--- config.mk ---
export PLATFORM = sky130hd
export DESIGN_NAME = keypad_entry_flat
export DESIGN_NICKNAME = d
export VERILOG_FILES = /design/src/rtl/keypad_entry_if.sv /design/src/rtl/keypad_entry.sv /design/src/flat_wrapper.sv
export SDC_FILE = /design/constraint.sdc
export NUM_CORES = 1
export LEC_CHECK = 0
export CORE_AREA = 3 3 79 81
export DETAILED_ROUTE_END_ITERATION = 8
export DIE_AREA = 0 0 82 84
export PLACE_DENSITY = 0.6
export SLEW_MARGIN = 10
export SYNTH_ARGS = -nofsm -noshare
export SYNTH_HDL_FRONTEND = slang
export SYNTH_SLANG_ARGS = --single-unit
export TNS_END_PERCENT = 10
--- constraint.sdc ---
create_clock -name clk -period 6.5 [get_ports clk]
set_input_delay 1.3 -clock clk [delete_from_list [all_inputs] [get_ports clk]]
set_output_delay 1.3 -clock clk [all_outputs]
set_load 0.005 [all_outputs]
--- src/rtl/keypad_entry_if.sv ---
// rtl/keypad_entry_if.sv - key-event and operand bundle between keypad reader, entry block and application
interface keypad_entry_if #(
  parameter int MAX_DIGITS = 3,
  parameter int BIN_W      = 10
);
  localparam int CW = $clog2(MAX_DIGITS + 1);

  logic [3:0]              key_value;
  logic                    key_valid;
  logic [4*MAX_DIGITS-1:0] entry_bcd;
  logic [CW-1:0]           digit_count;
  logic [BIN_W-1:0]        num_bin;
  logic                    num_valid;
  logic                    busy;
  logic                    err_overflow;

  // Keypad/application side: issues key events, consumes buffer and operand.
  modport master (
    output key_value, key_valid,
    input  entry_bcd, digit_count, num_bin, num_valid, busy, err_overflow
  );

  // Entry block side.
  modport slave (
    input  key_value, key_valid,
    output entry_bcd, digit_count, num_bin, num_valid, busy, err_overflow
  );
endinterface

--- src/rtl/keypad_entry.sv ---
// rtl/keypad_entry.sv - decimal keypad entry buffer with serial BCD-to-binary commit (optional ENTRY_TIMEOUT_EN)
module keypad_entry #(
  parameter int MAX_DIGITS     = 3,
  parameter int BIN_W          = 10
`ifdef ENTRY_TIMEOUT_EN
  , parameter int TIMEOUT_CYCLES = 50000000
`endif
) (
  input logic           clk,
  input logic           rst_n,
  keypad_entry_if.slave kp
);
  localparam int CW = $clog2(MAX_DIGITS + 1);
  localparam int DW = 4 * MAX_DIGITS;

  localparam logic [1:0] S_IDLE    = 2'd0;
  localparam logic [1:0] S_ENTRY   = 2'd1;
  localparam logic [1:0] S_CONVERT = 2'd2;
  localparam logic [1:0] S_DONE    = 2'd3;

  localparam logic [3:0] K_ENTER = 4'hA;
  localparam logic [3:0] K_BACK  = 4'hB;
  localparam logic [3:0] K_CLEAR = 4'hC;

  localparam logic [CW-1:0] CNT_MAX   = CW'(MAX_DIGITS);
  localparam logic [CW-1:0] STEP_LAST = CW'(MAX_DIGITS - 1);

  logic [1:0]       state_q, state_d;
  logic [DW-1:0]    bcd_q, bcd_d;
  logic [CW-1:0]    count_q, count_d;
  logic [CW-1:0]    step_q, step_d;
  logic [BIN_W-1:0] acc_q, acc_d;
  logic [BIN_W-1:0] num_q, num_d;
  logic             num_valid_q, num_valid_d;
  logic             ovf_q, ovf_d;
  logic [3:0]       nib;
  logic             is_digit;
  logic             timeout;

  assign is_digit = (kp.key_value <= 4'd9);

`ifdef ENTRY_TIMEOUT_EN
  localparam int TW = $clog2(TIMEOUT_CYCLES + 1);
  logic [TW-1:0] to_cnt_q;

  // Inactivity counter: only advances in ENTRY while no key event arrives.
  always_ff @(posedge clk or negedge rst_n) begin
    if (!rst_n) begin
      to_cnt_q <= '0;
    end else if (state_q != S_ENTRY || kp.key_valid || timeout) begin
      to_cnt_q <= '0;
    end else begin
      to_cnt_q <= to_cnt_q + 1'b1;
    end
  end

  assign timeout = (state_q == S_ENTRY) && !kp.key_valid &&
                   (to_cnt_q == TW'(TIMEOUT_CYCLES - 1));
`else
  assign timeout = 1'b0;
`endif

  // Conversion walks the buffer from the most-significant nibble downward.
  always_comb begin
    nib = 4'd0;
    for (int i = 0; i < MAX_DIGITS; i++) begin
      if (int'(step_q) == MAX_DIGITS - 1 - i) nib = bcd_q[4*i +: 4];
    end
  end

  // Entry FSM and conversion datapath next-state.
  always_comb begin
    state_d     = state_q;
    bcd_d       = bcd_q;
    count_d     = count_q;
    step_d      = step_q;
    acc_d       = acc_q;
    num_d       = num_q;
    num_valid_d = 1'b0;
    ovf_d       = 1'b0;
    case (state_q)
      S_IDLE: begin
        if (kp.key_valid && is_digit) begin
          bcd_d   = DW'(kp.key_value);
          count_d = CW'(1);
          state_d = S_ENTRY;
        end
      end
      S_ENTRY: begin
        if (timeout) begin
          bcd_d   = '0;
          count_d = '0;
          state_d = S_IDLE;
        end else if (kp.key_valid) begin
          if (is_digit) begin
            if (count_q < CNT_MAX) begin
              bcd_d   = (bcd_q << 4) | DW'(kp.key_value);
              count_d = count_q + 1'b1;
            end else begin
              ovf_d = 1'b1;
            end
          end else if (kp.key_value == K_BACK) begin
            bcd_d   = bcd_q >> 4;
            count_d = count_q - 1'b1;
            if (count_q == CW'(1)) state_d = S_IDLE;
          end else if (kp.key_value == K_CLEAR) begin
            bcd_d   = '0;
            count_d = '0;
            state_d = S_IDLE;
          end else if (kp.key_value == K_ENTER) begin
            acc_d   = '0;
            step_d  = '0;
            state_d = S_CONVERT;
          end
        end
      end
      S_CONVERT: begin
        // acc*10 as shifts; BIN_W is sized so this cannot wrap.
        acc_d  = (acc_q << 3) + (acc_q << 1) + BIN_W'(nib);
        step_d = step_q + 1'b1;
        if (step_q == STEP_LAST) state_d = S_DONE;
      end
      default: begin
        num_d       = acc_q;
        num_valid_d = 1'b1;
        bcd_d       = '0;
        count_d     = '0;
        state_d     = S_IDLE;
      end
    endcase
  end

  // State and datapath registers.
  always_ff @(posedge clk or negedge rst_n) begin
    if (!rst_n) begin
      state_q     <= S_IDLE;
      bcd_q       <= '0;
      count_q     <= '0;
      step_q      <= '0;
      acc_q       <= '0;
      num_q       <= '0;
      num_valid_q <= 1'b0;
      ovf_q       <= 1'b0;
    end else begin
      state_q     <= state_d;
      bcd_q       <= bcd_d;
      count_q     <= count_d;
      step_q      <= step_d;
      acc_q       <= acc_d;
      num_q       <= num_d;
      num_valid_q <= num_valid_d;
      ovf_q       <= ovf_d;
    end
  end

  assign kp.entry_bcd    = bcd_q;
  assign kp.digit_count  = count_q;
  assign kp.num_bin      = num_q;
  assign kp.num_valid    = num_valid_q;
  assign kp.err_overflow = ovf_q;
  assign kp.busy         = (state_q == S_CONVERT) || (state_q == S_DONE);
endmodule
--- src/flat_wrapper.sv ---
// flat-port wrapper written by rule: the top's interface ports become plain ports
module keypad_entry_flat 
#(
  parameter int MAX_DIGITS     = 3,
  parameter int BIN_W          = 10

)
  (clk, rst_n, kp_key_value, kp_key_valid, kp_entry_bcd, kp_digit_count, kp_num_bin, kp_num_valid, kp_busy, kp_err_overflow);
  keypad_entry_if #(.MAX_DIGITS(MAX_DIGITS), .BIN_W(BIN_W)) kp_i ();
  input logic clk;
  input logic rst_n;
  input wire logic [$bits(kp_i.key_value)-1:0] kp_key_value;
  input wire logic [$bits(kp_i.key_valid)-1:0] kp_key_valid;
  output wire logic [$bits(kp_i.entry_bcd)-1:0] kp_entry_bcd;
  output wire logic [$bits(kp_i.digit_count)-1:0] kp_digit_count;
  output wire logic [$bits(kp_i.num_bin)-1:0] kp_num_bin;
  output wire logic [$bits(kp_i.num_valid)-1:0] kp_num_valid;
  output wire logic [$bits(kp_i.busy)-1:0] kp_busy;
  output wire logic [$bits(kp_i.err_overflow)-1:0] kp_err_overflow;
  assign kp_i.key_value = kp_key_value;
  assign kp_i.key_valid = kp_key_valid;
  assign kp_entry_bcd = kp_i.entry_bcd;
  assign kp_digit_count = kp_i.digit_count;
  assign kp_num_bin = kp_i.num_bin;
  assign kp_num_valid = kp_i.num_valid;
  assign kp_busy = kp_i.busy;
  assign kp_err_overflow = kp_i.err_overflow;
  keypad_entry #(.MAX_DIGITS(MAX_DIGITS), .BIN_W(BIN_W)) u_core (.clk(clk), .rst_n(rst_n), .kp(kp_i));
endmodule
==> out/qor.yml <==
synth_nets: 243
leakage_nw: 1.27
initial_core_util_pct: 40.4
synth_compound_area_share_pct: 19.5
core_mm2: 0.00554
reg2reg_depth: 13
synth_area_mm2: 0.00224
area_growth_pct: 19.0
slew_viol_final: 0
drtIter0Drc: 71
synth_top_family_by_area: "compound AO/OA/AOI/OAI gates"
syn_avg_cell_area_um2: 10.4
cp_max_fo: 28
postSynthCellCount: 215
clockRootBuffer: "clkbuf_8"
place_ws_ps: 3060
cts_tree: "built"
max_freq_mhz: 322
setup_tns_ps: 0
use_met2_pct: 25.5
insertedDiodeCount: 0
layout.nets: 272
drive_above_1_share_pct: 11.0
place.port_buffers: 33
num-fill-cells: 540
clock-sinks: 40
rsz0062_at_grt: "no"
min-delay-start: "u_core.kp.num_bin[6]"
post-route-min-period_ps: 3100
rows: 27
endpoint_kind: "register"
num_vias: 1653
synth_mux_area_share_pct: 6.43
relSlewSlack_pct: 28.6
grt_use_total_pct: 15.3
grt_max_degree: 41
ir_drop_mv: 0.183
synth.distinct_cells: 37
async_reset_ff_share_pct: 100
cts_buffers: 5
via_per_inst: 5.21
path_clk_slew_ps: 80
firstDrtPassIters: 4
yosys.area_share.simple_pct: 8.83
grt_pass1_wl_um: 8320
pwr-share-clk_pct: 17.7
die_w_um: 82
stdcell_count: 317
setup_viol: 0
swShare_pct: 37.1
htreeDepth: 2
dpl.cell_count: 309
synth_warnings: 0
final_min_period_over_clock_period_pct: 47.7
wl_per_cell_um: 14.5
internal_power_uw: 569
synth_edf_count: 0
whs_path_depth: 1
drt_wl_total_um: 4600
grt-busiest-layer: "met2"
power_frac_comb_pct: 39.1
synthAdderAreaFrac_pct: 12.4
synthFlopType: "dfrtp_1"
use_met1_pct: 20.1
clock_latency_ps: 290
required_ps: 6630
ant_nets: 0
ys_ff_latch: 40
ioPinCount: 34
cts_setup_buffers: 0
arrival_ps: 3230
r2r-start: "u_core.step_q[0]"
layout_setup_ws_ps: 3400
antenna_found_initial: 0
tightestPinTransition_ps: 1070
cts_resized: 0
hpwl_um: 3370
power-per-cell-area_mw_per_mm2: 339
clk_path_buf_depth: 2
drv_cap: 0
met3_usage_pct: 3.67
status: "finished, final reports clean"
cp-start-kind: "primary input"
p_seq_share_pct: 43.2
gp_congestion: 0.852
die_area_mm2: 0.00689
holdCritPathClass: "reg -> reg"
route.detailed.drc: 0
critical_path.startpoint: "kp_key_value[1]"
globalRouteOverflowTotal: 0
cts_hold_buffers: 0
synthXorXnorAreaFrac_pct: 3.13
p_sw_uw: 335
die_h_um: 84
finalClockSkew_ps: 5.86
setup.worst_path.class: "in -> reg"
seq_area_frac_synth_pct: 44.7
grt_pass1_vias: 1738
hold_viol_final: 0
-- Yosys cell counts (3+ instances only) --
cell type  count  share of area, %
a21oi_1       13               2.9
a22o_1        10               3.9
a22oi_1        6               2.0
and3_1         3              0.84
buf_2          5               1.1
dfrtp_1       40                45
ha_1          19                11
inv_1          8               1.3
mux2_2        11               5.5
nand2_1       31               5.2
nand3_1        3              0.67
nor2_1         6               1.0
o21ai_0       19               4.2
o21ai_2        6               2.3
xnor2_1        5               2.0
xor2_1         3               1.2
-- placed cells by master, fill, tap and decap left out, types with 2 or more instances in the layout --
cell type | Yosys | final
inv_1 | 8 | 8
xor2_1 | 3 | 3
a22o_1 | 10 | 10
o21ai_2 | 6 | 6
clkdlybuf4s50_1 | 0 | 32
nand3_1 | 3 | 3
clkinv_2 | 0 | 2
xnor2_1 | 5 | 5
o21ai_0 | 19 | 19
dfrtp_1 | 40 | 40
mux2i_1 | 2 | 2
ha_1 | 19 | 19
nand2_1 | 31 | 31
a22oi_1 | 6 | 6
a21oi_1 | 13 | 13
nor2_1 | 6 | 6
and3_1 | 3 | 3
nand2b_1 | 2 | 2
a31oi_1 | 2 | 2
mux2_2 | 11 | 11
fa_1 | 2 | 2
clkbuf_8 | 0 | 5
-- power groups by stage --
stage                     Clock (mW)  Sequential [mW]  Combinational [mW]
after floorplan                    0            0.370               0.237
after global placement             0            0.397               0.354
after detailed placement           0            0.396               0.360
after CTS                      0.166            0.391               0.361
after global routing           0.177            0.403               0.405
final                          0.160            0.390               0.353
-- state kept, by name, summed over array words and instances (netlist names) --
signal                  cells
u_core.kp.digit_count       2
u_core.kp.num_valid         1
u_core.kp.num_bin          10
u_core.step_q               2
u_core.acc_q               10
u_core.state_q              2
u_core.kp.err_overflow      1
u_core.kp.entry_bcd        12
-- routing by layer --
| layer | share of wire (%) | vias to the layer above |
|---|---|---|
| met4 | 0.57 | 0 |
| met1 | 46 | 792 |
| met3 | 4.0 | 4 |
| li1 | - | 824 |
| met5 | 0 | - |
| met2 | 49 | 33 |
-- cells by family after synthesis --
family,after synthesis
compound gates,66
flops,40
xor+xnor,8
mux,13
simple gates,47
buf+inv,20
fa+ha+maj,21
-- layout make-up --
type	count	area, um^2	area share, %
Clock buffer	5	68.8	2.58
Timing Repair Buffer	33	325	12.2
Tap cell	72	90.1	3.38
Sequential cell	40	1000	37.6
Inverter	9	33.8	1.27
Clock inverter	3	18.8	0.705
Multi-Input combinational cell	155	1130	42.3
-- per-stage QoR --
stage / hold WS (ps) / util (%) / total power, mW / area (um^2)
3_3_place_gp: 487 / 46.5 / 0.751 / 2580
3_5_place_dp: 492 / 46.5 / 0.755 / 2580
2_1_floorplan: 469 / - / 0.607 / 2240
6_report: 507 / 48.1 / 0.904 / 2660
5_1_grt: 524 / 48.1 / 0.986 / 2660
4_1_cts: 511 / 48.1 / 0.918 / 2660
-- worst max-delay path, stage by stage --
cell and delay [ps]:
clkdlybuf4s50_1 530, o21a_1 250, o221ai_1 180, a21o_1 740, o21ai_0 210
-- path summary, 6_finish.rpt --
kind	end	slack (ps)
max in group asynchronous	u_core.kp.entry_bcd[3]	4800
setup / recovery	u_core.kp.entry_bcd[2]	3400
hold / removal	u_core.kp.num_bin[6]	510
hold reg to reg	u_core.kp.num_bin[6]	510
min in group asynchronous	u_core.acc_q[4]	1130
setup reg to reg	u_core.acc_q[8]	3520
Note: power is estimated with default switching activity, not from simulation.
